### config.mk
export PLATFORM = sky130hd
export DESIGN_NAME = mx_apb_master_bridge
export DESIGN_NICKNAME = d
export VERILOG_FILES = /design/src/rtl/mx_apb_master_bridge.sv
export SDC_FILE = /design/constraint.sdc
export NUM_CORES = 1
export LEC_CHECK = 0
export CAP_MARGIN = 20
export CORE_ASPECT_RATIO = 1.1
export CORE_MARGIN = 1.5
export CORE_UTILIZATION = 37
export CTS_CLUSTER_DIAMETER = 50
export DETAILED_ROUTE_END_ITERATION = 8
export PLACE_DENSITY = 0.68
export SETUP_SLACK_MARGIN = 0.15
export SYNTH_ARGS = -nofsm -noshare
export SYNTH_HDL_FRONTEND = slang
export SYNTH_SLANG_ARGS = --single-unit
### constraint.sdc
create_clock -name PClkxCI -period 1.63 [get_ports PClkxCI]
set_input_delay 0.2445 -clock PClkxCI [delete_from_list [all_inputs] [get_ports PClkxCI]]
set_output_delay 0.2445 -clock PClkxCI [all_outputs]
set_load 0.01 [all_outputs]
### src/rtl/mx_apb_master_bridge.sv
// Bridge from a valid/ready register-access stream to APB3 master signals, with a
// divided APB clock-enable strobe, a response channel and an ACCESS-phase timeout.
module mx_apb_master_bridge #(
    parameter int unsigned CLKDIV  = 2,
    parameter int unsigned TIMEOUT = 256
) (
    input  logic        PClkxCI,
    input  logic        PResetxRBI,
    input  logic        ReqValidxSI,
    output logic        ReqReadyxSO,
    input  logic        ReqWritexSI,
    input  logic [31:2] ReqAddrxDI,
    input  logic [31:0] ReqWDataxDI,
    output logic        RspValidxSO,
    input  logic        RspReadyxSI,
    output logic [31:0] RspRDataxDO,
    output logic        RspErrxSO,
    output logic        RspTimeoutxSO,
    output logic        PEnClkxSO,
    output logic        PSelxSO,
    output logic        PEnablexSO,
    output logic        PWritexSO,
    output logic [31:2] PAddrxDO,
    output logic [31:0] PWDataxDO,
    input  logic        PReadyxSI,
    input  logic [31:0] PRDataxDI,
    input  logic        PSlverrxSI
);

    localparam int unsigned DIV_W = (CLKDIV > 1) ? $clog2(CLKDIV) : 1;
    localparam int unsigned TO_W  = $clog2(TIMEOUT);
    localparam logic [DIV_W-1:0] DIV_LAST = DIV_W'(CLKDIV - 1);
    localparam logic [TO_W-1:0]  TO_LAST  = TO_W'(TIMEOUT - 1);

    typedef enum logic [2:0] {
        S_IDLE,
        S_PEND,
        S_SETUP,
        S_ACCESS,
        S_RESP
    } state_e;

    state_e            state_q, state_d;
    logic [DIV_W-1:0]  div_q, div_d;
    logic              pen_q, pen_d;
    logic              req_rdy_q, req_rdy_d;
    logic              wr_q, wr_d;
    logic [31:2]       addr_q, addr_d;
    logic [31:0]       wdata_q, wdata_d;
    logic              psel_q, psel_d;
    logic              penable_q, penable_d;
    logic              pwrite_q, pwrite_d;
    logic [31:2]       paddr_q, paddr_d;
    logic [31:0]       pwdata_q, pwdata_d;
    logic [TO_W-1:0]   to_cnt_q, to_cnt_d;
    logic              rsp_valid_q, rsp_valid_d;
    logic [31:0]       rsp_rdata_q, rsp_rdata_d;
    logic              rsp_err_q, rsp_err_d;
    logic              rsp_to_q, rsp_to_d;

    // Next-state, divider and output computation
    always_comb begin
        state_d     = state_q;
        wr_d        = wr_q;
        addr_d      = addr_q;
        wdata_d     = wdata_q;
        psel_d      = psel_q;
        penable_d   = penable_q;
        pwrite_d    = pwrite_q;
        paddr_d     = paddr_q;
        pwdata_d    = pwdata_q;
        to_cnt_d    = to_cnt_q;
        rsp_valid_d = rsp_valid_q;
        rsp_rdata_d = rsp_rdata_q;
        rsp_err_d   = rsp_err_q;
        rsp_to_d    = rsp_to_q;

        div_d = (div_q == DIV_LAST) ? '0 : div_q + DIV_W'(1);
        pen_d = (div_d == DIV_LAST);

        unique case (state_q)
            S_IDLE: begin
                if (ReqValidxSI && req_rdy_q) begin
                    wr_d    = ReqWritexSI;
                    addr_d  = ReqAddrxDI;
                    wdata_d = ReqWDataxDI;
                    state_d = S_PEND;
                end
            end
            S_PEND: begin
                if (pen_q) begin
                    psel_d    = 1'b1;
                    penable_d = 1'b0;
                    pwrite_d  = wr_q;
                    paddr_d   = addr_q;
                    pwdata_d  = wdata_q;
                    state_d   = S_SETUP;
                end
            end
            S_SETUP: begin
                if (pen_q) begin
                    penable_d = 1'b1;
                    to_cnt_d  = '0;
                    state_d   = S_ACCESS;
                end
            end
            S_ACCESS: begin
                if (pen_q) begin
                    if (PReadyxSI) begin
                        psel_d      = 1'b0;
                        penable_d   = 1'b0;
                        rsp_valid_d = 1'b1;
                        rsp_rdata_d = wr_q ? 32'h0 : PRDataxDI;
                        rsp_err_d   = PSlverrxSI;
                        rsp_to_d    = 1'b0;
                        state_d     = S_RESP;
                    end else if (to_cnt_q == TO_LAST) begin
                        // Hung slave: abort the transfer and report it
                        psel_d      = 1'b0;
                        penable_d   = 1'b0;
                        rsp_valid_d = 1'b1;
                        rsp_rdata_d = 32'h0;
                        rsp_err_d   = 1'b1;
                        rsp_to_d    = 1'b1;
                        state_d     = S_RESP;
                    end else begin
                        to_cnt_d = to_cnt_q + TO_W'(1);
                    end
                end
            end
            S_RESP: begin
                if (RspReadyxSI) begin
                    rsp_valid_d = 1'b0;
                    state_d     = S_IDLE;
                end
            end
            default: begin
                state_d = S_IDLE;
            end
        endcase

        // Ready only once IDLE has been held a full cycle, which blocks the RESP->IDLE handover
        req_rdy_d = (state_q == S_IDLE) && (state_d == S_IDLE);
    end

    always_ff @(posedge PClkxCI) begin
        if (!PResetxRBI) begin
            state_q     <= S_IDLE;
            div_q       <= '0;
            pen_q       <= 1'b0;
            req_rdy_q   <= 1'b0;
            wr_q        <= 1'b0;
            addr_q      <= '0;
            wdata_q     <= '0;
            psel_q      <= 1'b0;
            penable_q   <= 1'b0;
            pwrite_q    <= 1'b0;
            paddr_q     <= '0;
            pwdata_q    <= '0;
            to_cnt_q    <= '0;
            rsp_valid_q <= 1'b0;
            rsp_rdata_q <= '0;
            rsp_err_q   <= 1'b0;
            rsp_to_q    <= 1'b0;
        end else begin
            state_q     <= state_d;
            div_q       <= div_d;
            pen_q       <= pen_d;
            req_rdy_q   <= req_rdy_d;
            wr_q        <= wr_d;
            addr_q      <= addr_d;
            wdata_q     <= wdata_d;
            psel_q      <= psel_d;
            penable_q   <= penable_d;
            pwrite_q    <= pwrite_d;
            paddr_q     <= paddr_d;
            pwdata_q    <= pwdata_d;
            to_cnt_q    <= to_cnt_d;
            rsp_valid_q <= rsp_valid_d;
            rsp_rdata_q <= rsp_rdata_d;
            rsp_err_q   <= rsp_err_d;
            rsp_to_q    <= rsp_to_d;
        end
    end

    assign ReqReadyxSO   = req_rdy_q;
    assign RspValidxSO   = rsp_valid_q;
    assign RspRDataxDO   = rsp_rdata_q;
    assign RspErrxSO     = rsp_err_q;
    assign RspTimeoutxSO = rsp_to_q;
    assign PEnClkxSO     = pen_q;
    assign PSelxSO       = psel_q;
    assign PEnablexSO    = penable_q;
    assign PWritexSO     = pwrite_q;
    assign PAddrxDO      = paddr_q;
    assign PWDataxDO     = pwdata_q;

endmodule

# Word level (Yosys, flattened, before mapping)
# Cells that the tools add are included.
[word_totals]
regBits = 176
inputBits = 101
out_inout_bits = 102
word_cells = 78
[op_classes]
addsub = 2
eq_ne = 12
muxes = 30
bitwise_logic = 1
reduce_logical = 17
[ops]
columns = ["cell", "count"]
rows = [
  ["$mux 32", 3],
  ["$mux 8", 4],
  ["$mux 3", 7],
  ["$pmux 8 s2", 1],
  ["$pmux 3 s5", 1],
  ["$ne 2x2->1 const B", 6],
  ["$mux 1", 11],
  ["$reduce_and 5->1", 2],
  ["$add 8x1->8 const B", 1],
  ["$eq 8x8->1 const B", 1],
  ["$reduce_and 4->1", 2],
  ["$reduce_bool 2->1", 4],
  ["$eq 3x2->1 const B", 2],
  ["$logic_not 3->1", 2],
  ["$pmux 1 s2", 2],
  ["$reduce_and 2->1", 2],
  ["$eq 3x1->1 const B", 1],
  ["$eq 3x3->1 const B", 1],
  ["$ne 3x3->1 const B", 1],
  ["$pmux 1 s3", 1],
  ["$reduce_and 3->1", 1],
  ["$reduce_bool 3->1", 1],
  ["$logic_and 1x1->1", 2],
  ["$reduce_or 2->1", 1],
  ["other kinds (2)", 2],
]

# Logic depth before layout (Yosys ltp)
# Gate-level depths: netlist of run 1.
[depth]
depth_word = 7
depth_mapped = 7

# Worst setup path before layout of run 1
# No wires, ideal clock.
[synth_timing]
path_type = "reg2reg"
startpoint = "register to_cnt_q[0]"
endpoint = "register rsp_rdata_q[10], in the netlist RspRDataxDO[10]"
arrival_ps = 1468
path_slack_ps = 91
stages_incl_launch_ff = 8
path_cell_list = "dfxtp_1 > ha_1 > and3_1 > a21oi_2 > nor3b_2 > buf_6 > buf_8 > mux2i_1"
[synth_via]
elab_chain_cells = 3
[synth_lines]
columns = ["element", "line_no", "text"]
rows = [
  ["start, declared", "55", "logic [TO_W-1:0] to_cnt_q, to_cnt_d;"],
  ["start signal, assigned", "178", "to_cnt_q <= to_cnt_d;"],
  ["$eq 8x8->1", "117", "end else if (to_cnt_q == TO_LAST) begin"],
  ["$reduce_bool 2->1 (no line)", "--", ""],
  ["$reduce_and 3->1 (no line)", "--", ""],
  ["end signal, assigned", "180", "rsp_rdata_q <= rsp_rdata_d;"],
  ["end, declared", "57", "logic [31:0] rsp_rdata_q, rsp_rdata_d;"],
]
# No other way between the ends.
# A chain may end at the register's enable or synchronous reset.

# Final worst setup path of run 1
[layout_timing]
startpoint = "register to_cnt_q[1]"
endpoint = "register rsp_rdata_q[28], in the netlist RspRDataxDO[28]"
# The elaborated chain is that of the path after synthesis.

==> results of run 1 <==
## power by group through the flow
stage	Combinational, mW	Sequential [mW]	Clock, mW
final	1.32	4.61	4.05
after global routing	1.46	4.63	4.36
after CTS	1.29	4.60	4.16
after detailed placement	1.27	4.70	0
after global placement	1.26	4.69	0
after floorplan	0.636	4.68	0
## layout by cell type, fill, tap and decap left out, drive strengths merged, types with 2 or more instances in the layout
master         instances
o31ai                  3
clkdlybuf4s50         99
nor3                   2
inv                    4
bufinv                 2
or4                    2
clkinvlp               4
nor2b                  4
o211a                  3
mux2i                 32
nor2                   4
nand2                326
nand4                  4
clkbuf                24
mux2                   2
clkinv                 4
a21boi               128
o211ai                 2
dfxtp                176
nand3                  6
buf                   52
a21oi                  7
dlygate4sd2          101
or3                    4
a211oi                 2
and3                   4
o21ai                  6
## worst reg2reg max path, stage by stage (launching register included)
cell,delay [ns]
dfxtp_4,0.36
ha_4,0.14
and3_4,0.20
a21oi_4,0.06
nor3b_4,0.22
buf_6,0.16
buf_6,0.12
clkbuf_16,0.14
mux2i_1,0.17
## metal layers
metal  GRT usage, %  up-vias  wire (um)
met5              0        -          0
met4           6.10        0        284
met3           6.79       19       1280
met2           31.1      164       8660
met1           23.2     2703       7980
li1               -     3016          -
## flip-flops by register name (all words and copies together) (netlist names)
register and flops:
PAddrxDO 30, PEnClkxSO 1, PEnablexSO 1, PSelxSO 1, PWDataxDO 32, PWritexSO 1
ReqReadyxSO 1, RspErrxSO 1, RspRDataxDO 32, RspTimeoutxSO 1, RspValidxSO 1, addr_q 30
state_q 3, to_cnt_q 8, wdata_q 32, wr_q 1
## Yosys cell counts, drive strengths merged
library cell,instances
clkbuf,29
and3b,1
buf,28
nand4,4
a21oi,7
o2bb2ai,1
nand3b,1
o31ai,3
nor2b,4
a311oi,1
nor4b,1
o211ai,1
nand3,6
o211a,3
or3,4
nor3,2
nor3b,1
o21ai,6
or4,2
dfxtp,176
a211oi,2
nand2,326
ha,1
o221a,1
mux2,2
and2,1
mux2i,32
inv,2
and4,1
nor2,4
a21boi,128
a221o,1
xor2,1
and3,4
## kinds of logic (layout without fill, tap and decap cells)
family                   Yosys count  in the layout  share of synthesized area [%]
AO/OA/AOI/OAI                    154            155                           16.9
multiplexers                      34             34                           5.02
AND/OR/NAND/NOR                  362            362                           21.5
XOR/XNOR                           1              1                          0.128
flip-flops                       176            176                           51.6
adder cells (fa/ha/maj)            1              1                          0.183
buffers and inverters             59            290                           4.62
## per-stage QoR
| stage | cell area, um2 | hold slack (ns) |
|---|---|---|
| floorplan | 6850 | 0.379 |
| global placement | 9260 | 0.436 |
| detailed placement | 9260 | 0.442 |
| CTS | 9950 | 0.183 |
| global route | 10100 | 0.195 |
| finish | 10100 | 0.202 |
## what timing repair did
item / in CTS / in global routing
gates cloned: 4 / 3
resized for setup: 120 / 21
pin swaps: 5 / 7
buffers inserted: 10 / 4
endpoints found under the setup margin: 268 / 138
## area by class of cell
type / instances / share of cell area [%]
Inverter: 2 / 0.0740
Sequential cell: 176 / 34.9
Clock buffer: 20 / 4.50
Clock inverter: 12 / 1.32
Timing Repair Buffer: 256 / 25.4
Tap cell: 238 / 2.94
Multi-Input combinational cell: 553 / 30.8
## path summary, 6_finish.rpt
check        slack (ns)                      endpoint
max              -0.009  RspRDataxDO[28]$_SDFFE_PN0P_
min                0.20     PWDataxDO[4]$_SDFFE_PN0P_
max reg2reg      -0.009  RspRDataxDO[28]$_SDFFE_PN0P_
min reg2reg        0.45    PWDataxDO[29]$_SDFFE_PN0P_
==> flow_summary.toml, run 1 <==
[power_and_ir_drop]
p_seq_share_pct = 46.2
clock_power_share_pct = 40.6
power_density_nw_per_um2 = 985
switchingPower_mw = 2.48
ir_drop_mv = 0.719
p_comb_share_pct = 13.3
power_leakage_nw = 4.12
intPower_mw = 7.51
switching_share_pct = 24.8
total_power_mw = 9.98

[drt]
dr_total_vias = 5902
dr.pass1.iters = 4
drt_iter0_markers = 306
antenna_left = 0
wirelength_um = 18200
post_drt_wl_per_cell_um = 14.5
drc = 0
vias_per_cell = 4.70

[critical_path]
reg2reg_from = "to_cnt_q[1]$_SDFFE_PN0P_"
crit_top_cell = "buf_6"
crit_type = "reg -> reg"
reg2reg_depth = 8
path_cells = "ha_4 > and3_4 > a21oi_4 > nor3b_4 > buf_6 > buf_6 > clkbuf_16 > mux2i_1"
worst_ep_arrival_time_ns = 1.99
crit_buf_inv = 3
crit_cells = 8
crit_required_ns = 1.98
critical-path-top-delay-family = "simple AND/OR/NAND/NOR gates"
critPathLaunch = "to_cnt_q[1]$_SDFFE_PN0P_"
path_max_fanout = 4
critPathMaxStageDelay_ns = 0.36
worstSetupStartpointType = "flop"
crit_slowest_cell = "dfxtp_4"
end_kind = "flop"

[placed_design]
place_ws_ns = -0.0760
routabilityCongestion = 0.744
io_buffers = 202
dp_hpwl_um = 11300
placed_cells = 1204

[clock_tree]
clk_pin_slew_worst_paths_ns = 0.07
cts-hold-fix-buffers = 0
clk_latency_ns = 0.42
cts_tree = "done"
clock_sinks = 176
cts_buffer_depth = 2
h-tree-depth = 4
cts-buffers-inserted = 17
cts_root_buf = "clkbuf_16"

[synthesis]
yosys-top-cells-area = "dfxtp_1 (52%), nand2_1 (18%), a21boi_0 (9.2%), a21boi_1 (4.8%), mux2i_1 (4.7%)"
syn_inst = 787
synth_top_area_share_pct = 51.6
synth.distinct_cells = 44
ys_seq_area_share_pct = 51.6
synth_top_area_cell = "dfxtp_1"
synth_area_per_cell_um2 = 8.67
syn_nets = 889
synth.ff_latch_count = 176
synth_warnings = 0
synth_area_um2 = 6820

[timing]
fin_ws_ns = -0.00853
rsz0062_at_grt = "yes"
slew_violations = 0
fin_crit_sh_pct = 101
fin_crit_ns = 1.64
finalHoldViolCount = 0
clock_skew_ns = 0.00903
max_freq_mhz = 610
finalSetupTns_ns = -0.0235
slew_headroom_pct = 77.5
tightest_slew_ns = 0.337
finalSetupViolCount = 4

[min_path]
holdCritPathClass = "in -> reg"
hp-start = "PResetxRBI"
worst_hold_path.num_cells = 2

[final_layout]
antennaDiodeCount = 0
layout.nets = 1108
fin_util_pct = 56.8
area_growth_pct = 48.6
register_area_um2 = 3540
instances_no_fill = 1257
drive_above_1_share_pct = 11.8
multi_input_area_um2 = 3130
fillers = 1687

[floorplanning]
die-area_um2 = 19300
initial_utilization_pct = 38.2
die_w_um = 132
die_h_um = 145
ios = 203
core.rowCount = 51
coreArea_um2 = 17900

[flow_run]
cap_violations = 0

[global_route]
grt_max_degree = 71
grtUsageTotal_pct = 19.0
grt_pass1_wl_um = 29400
antenna_found_initial = 1
overflow = 0
first_global_vias = 5832

[status]
status = "complete, but fails checks"
violations = "setup timing"
Note: power is estimated with default switching activity, not from simulation.
==> run 2: changes to the inputs <==
--- a/config.mk
+++ b/config.mk
@@ -11,7 +11,8 @@
 export CORE_UTILIZATION = 37
 export CTS_CLUSTER_DIAMETER = 50
 export DETAILED_ROUTE_END_ITERATION = 8
-export PLACE_DENSITY = 0.68
+export GPL_ROUTABILITY_DRIVEN = 0
+export PLACE_DENSITY = 0.65
 export SETUP_SLACK_MARGIN = 0.15
 export SYNTH_ARGS = -nofsm -noshare
 export SYNTH_HDL_FRONTEND = slang
==> constraint.sdc (replaced) <==
create_clock -name PClkxCI -period 1.6 [get_ports PClkxCI]
set_input_delay 0.24 -clock PClkxCI [delete_from_list [all_inputs] [get_ports PClkxCI]]
set_output_delay 0.24 -clock PClkxCI [all_outputs]
set_load 0.01 [all_outputs]
==> run 2 against run 1 <==
Non-clock buffer count is 8 higher; highest routed layer unchanged; worst hold slack got worse by 0.016 ns; count of clock-buffer cells in the layout up 1; via count up 1.4%; die area unchanged; the run still ends with setup timing left; sequential power up 2%.
==> flow_summary.toml, run 2 (synthesized netlist as in run 1, its figures left out) <==
[global_route]
grt_pass1_wl_um = 28500
overflow = 0
grtUsageTotal_pct = 18.4
grt_max_degree = 86
first_global_vias = 5757
antenna_found_initial = 0

[timing]
whs_ns = 0.185
slew_violations = 0
fin_ws_ns = -0.00904
clock_skew_ns = 0.00928
slew_headroom_pct = 75.1
tightest_slew_ns = 0.371
fin_crit_sh_pct = 101
fin_crit_ns = 1.61
rsz0062_at_grt = "yes"
finalHoldViolCount = 0
max_freq_mhz = 621
finalSetupViolCount = 1
finalSetupTns_ns = -0.00904

[final_layout]
multi_input_area_um2 = 3080
area_growth_pct = 50.3
layout_commonest_cell = "nand2_1"
fin_util_pct = 57.4
register_area_um2 = 3550
antennaDiodeCount = 0
postLayoutCellArea_um2 = 10300
layout.nets = 1115
fillers = 1656
instances_no_fill = 1264
layout_common_cells = "nand2_1 (324), dfxtp_1 (168), dlygate4sd2_1 (101)"
drive_above_1_share_pct = 12.7

[critical_path]
crit_slowest_cell = "dfxtp_4"
path_max_fanout = 5
end_kind = "flop"
path_cells = "ha_4 > and3_4 > a21oi_4 > nor3b_4 > buf_6 > clkbuf_16 > mux2i_1"
worstSetupStartpointType = "flop"
critPathMaxStageDelay_ns = 0.36
crit_type = "reg -> reg"
reg2reg_from = "to_cnt_q[1]$_SDFFE_PN0P_"
crit_required_ns = 1.95
critPathLaunch = "to_cnt_q[1]$_SDFFE_PN0P_"
worst_ep_arrival_time_ns = 1.96

[floorplanning]
die-area_um2 = 19300
die_h_um = 145
die_w_um = 132
ios = 203
initial_utilization_pct = 38.2
core.rowCount = 51
coreArea_um2 = 17900

[drt]
antenna_left = 0
dr_total_vias = 5982
vias_per_cell = 4.73
dr.pass1.iters = 4
post_drt_wl_per_cell_um = 15.1
drc = 0
drt_iter0_markers = 301
wirelength_um = 19000

[placed_design]
dp_hpwl_um = 11200
dpl_cell_area_um2 = 9260
placed_cells = 1203
place_ws_ns = -0.106
io_buffers = 202

[power_and_ir_drop]
ir_drop_mv = 0.744
power_leakage_nw = 4.11
power_density_nw_per_um2 = 1000
total_power_mw = 10.3

[clock_tree]
cts_tree = "done"
clk_latency_ns = 0.42
cts_root_buf = "clkbuf_16"
clk_pin_slew_worst_paths_ns = 0.07
cts_buffer_depth = 2
cts-buffers-inserted = 17
clock_sinks = 176
h-tree-depth = 4
cts-hold-fix-buffers = 0

[status]
status = "complete, but fails checks"
violations = "setup timing"

[min_path]
hp-start = "PResetxRBI"
holdCritPathClass = "in -> reg"

[flow_run]
cap_violations = 0
-- run 2: per-layer routing --
layer / up-vias / wire [um] / global-route usage (%)
met3: 11 / 1400 / 7.21
met1: 2762 / 8490 / 22.5
li1: 3034 / - / -
met2: 175 / 8980 / 30.3
met5: - / 0 / 0
met4: 0 / 173 / 5.00
-- run 2: timing repair --
item / CTS / global route
cloned: 1 / 13
pin swaps: 5 / 22
endpoints found under the setup margin: 247 / 96
hold endpoints to repair: 0 / 0
buffers inserted: 7 / 8
resized for setup: 113 / 65
-- run 2: final timing paths --
| kind | depth (start not counted) | slack [ns] | endpoint |
|---|---|---|---|
| worst min-delay path | 2 | 0.19 | state_q[2]$_SDFF_PN0_ |
| worst max register to register | 7 | -0.009 | RspRDataxDO[15]$_SDFFE_PN0P_ |
| worst max-delay path | 7 | -0.009 | RspRDataxDO[15]$_SDFFE_PN0P_ |
| worst min register to register | 2 | 0.45 | PAddrxDO[19]$_SDFFE_PN0P_ |
-- run 2: worst max-delay path: cells and delay by family (launching register included) --
kind            cells  cell delay (ns)
buf+inv             2             0.32
mux                 1             0.18
flops               1             0.36
simple gates        2             0.48
fa+ha+maj           1             0.14
compound gates      1             0.06
-- run 2: power breakdown --
| part | total (mW) | leakage (nW) | internal [mW] | switching, mW |
|---|---|---|---|---|
| Clock | 4.03 | 0.272 | 2.28 | 1.75 |
| Sequential | 4.69 | 1.43 | 4.58 | 0.114 |
| Combinational | 1.58 | 2.41 | 0.841 | 0.740 |
| Total | 10.3 | 4.11 | 7.70 | 2.60 |
-- run 2: cell type report --
class,instances,area share [%]
sequential,176,34.6
inverter,2,0.0732
clock buffer,21,4.59
clock inverter,11,1.03
timing repair buffer,264,26.8
tap,238,2.90
multi-input combinational,552,30.0
==> run 3: changes to the inputs <==
--- a/config.mk
+++ b/config.mk
@@ -13,7 +13,7 @@
 export DETAILED_ROUTE_END_ITERATION = 8
 export GPL_ROUTABILITY_DRIVEN = 0
 export PLACE_DENSITY = 0.65
-export SETUP_SLACK_MARGIN = 0.15
+export SETUP_SLACK_MARGIN = 0.4
 export SYNTH_ARGS = -nofsm -noshare
 export SYNTH_HDL_FRONTEND = slang
 export SYNTH_SLANG_ARGS = --single-unit
==> run 3 against run 2 <==
The run now ends clean; clock power is 11% higher; sequential power is 1% higher; fmax is 1.9% higher; combinational power is 83% higher; wire length is 27% higher; sequential share of layout area is 4.3 points lower; power is 18% higher; largest power group unchanged; flip-flop and latch count stayed put.
==> flow_summary.toml, run 3 (synthesized netlist as in run 1, its figures left out) <==
[placed_design]
io_buffers = 202
dp_hpwl_um = 10900
place_ws_ns = -0.120

[global_route]
grt_max_degree = 87
grt_pass1_wl_um = 32500
antenna_found_initial = 1
overflow = 0
grtUsageTotal_pct = 21.1
first_global_vias = 6023

[final_layout]
fillers = 1368
area_growth_pct = 75.5
multi_input_area_um2 = 4220
register_area_um2 = 3630
layout_common_cells = "nand2_1 (165), dfxtp_1 (100), clkdlybuf4s50_1 (99)"
layout.nets = 1150
fin_util_pct = 67.0
drive_above_1_share_pct = 52.2
layout_commonest_cell = "nand2_1"

[drt]
dr.pass1.iters = 4
vias_per_cell = 5.07
drc = 0
antenna_left = 0
drt_iter0_markers = 361
dr_total_vias = 6588
post_drt_wl_per_cell_um = 18.6
wirelength_um = 24200

[timing]
fin_crit_ns = 1.58
whs_ns = 0.159
finalSetupTns_ns = 0
slew_violations = 0
tightest_slew_ns = 0.322
finalHoldViolCount = 0
max_freq_mhz = 634
fin_ws_ns = 0.0217
slew_headroom_pct = 78.6
finalSetupViolCount = 0
clock_skew_ns = 0.00934
fin_crit_sh_pct = 98.6
rsz0062_at_grt = "yes"

[critical_path]
end_kind = "flop"
crit_required_ns = 1.95
critPathLaunch = "to_cnt_q[1]$_SDFFE_PN0P_"
reg2reg_depth = 6
crit_type = "reg -> reg"
path_max_fanout = 5
worstSetupStartpointType = "flop"
reg2reg_from = "to_cnt_q[1]$_SDFFE_PN0P_"
worst_ep_arrival_time_ns = 1.93

[clock_tree]
h-tree-depth = 4
clk_latency_ns = 0.43
cts_tree = "done"
cts-buffers-inserted = 17
clk_pin_slew_worst_paths_ns = 0.06
clock_sinks = 176
cts_root_buf = "clkbuf_16"
cts-hold-fix-buffers = 0
cts_buffer_depth = 2

[power_and_ir_drop]
power_density_nw_per_um2 = 1010
ir_drop_mv = 0.861
power_leakage_nw = 4.79

[min_path]
worst_hold_path.num_cells = 3
holdCritPathClass = "in -> reg"
hp-start = "PResetxRBI"

[floorplanning]
ios = 203
die_w_um = 132
die_h_um = 145
initial_utilization_pct = 38.2
core.rowCount = 51
die-area_um2 = 19300
coreArea_um2 = 17900

[flow_run]
cap_violations = 0

[status]
status = "completed"
-- run 3: cell count changes in the layout (fill, tap and decap cells not counted), sizes merged --
cell,previous run,this run
o211ai,1,2
inv,4,5
bufinv,1,4
diode,0,1
dlygate4sd2,101,0
buf,53,191
clkbuf,32,28
clkinvlp,4,1
-- run 3: cell type report --
cell class | instances | share of cell area (%)
multi-input combinational | 553 | 35.3
timing repair buffer | 298 | 26.6
clock inverter | 12 | 1.51
antenna | 1 | 0.0209
clock buffer | 20 | 3.73
tap | 238 | 2.49
inverter | 2 | 0.0627
sequential | 176 | 30.3
-- run 3: power by group --
part           internal, mW  switching [mW]
registers              4.58           0.178
logic                  1.59            1.30
clock network          2.67            1.81
total                  8.85            3.29
-- run 3: metal layers --
layer / GRT usage [%] / routed length (um) / vias to the layer above
li1: - / - / 3130
met1: 28.2 / 10300 / 3130
met5: 0 / 0 / -
met4: 6.76 / 634 / 0
met3: 5.12 / 1680 / 50
met2: 33.6 / 11600 / 278
-- run 3: through the flow --
step	cell area [um2]	cells	power (mW)
6_report	12000	1300	12.1
5_1_grt	12000	1300	12.6
4_1_cts	10500	1277	11.5
3_5_place_dp	9190	1195	6.04
3_3_place_gp	9190	1195	6.03
2_1_floorplan	6930	787	5.47
-- run 3: repair_timing --
item,CTS,global route
buffers inserted,29,13
pin swaps,72,156
cloned,21,9
setup endpoints to repair,277,185
resized for setup,562,367
-- run 3: worst paths after layout --
kind	to	slack (ns)
worst max-delay path	to_cnt_q[7]$_SDFFE_PN0P_	0.02
worst max register to register	to_cnt_q[7]$_SDFFE_PN0P_	0.02
worst min-delay path	RspRDataxDO[3]$_SDFFE_PN0P_	0.16
worst min register to register	PAddrxDO[17]$_SDFFE_PN0P_	0.44
-- run 3: critical path: stages, from the launching register on --
cell and delay (ns):
dfxtp_2 0.34, ha_4 0.16, buf_4 0.14, nand4_1 0.19
o211ai_2 0.15, or4_1 0.41, a21oi_1 0.13
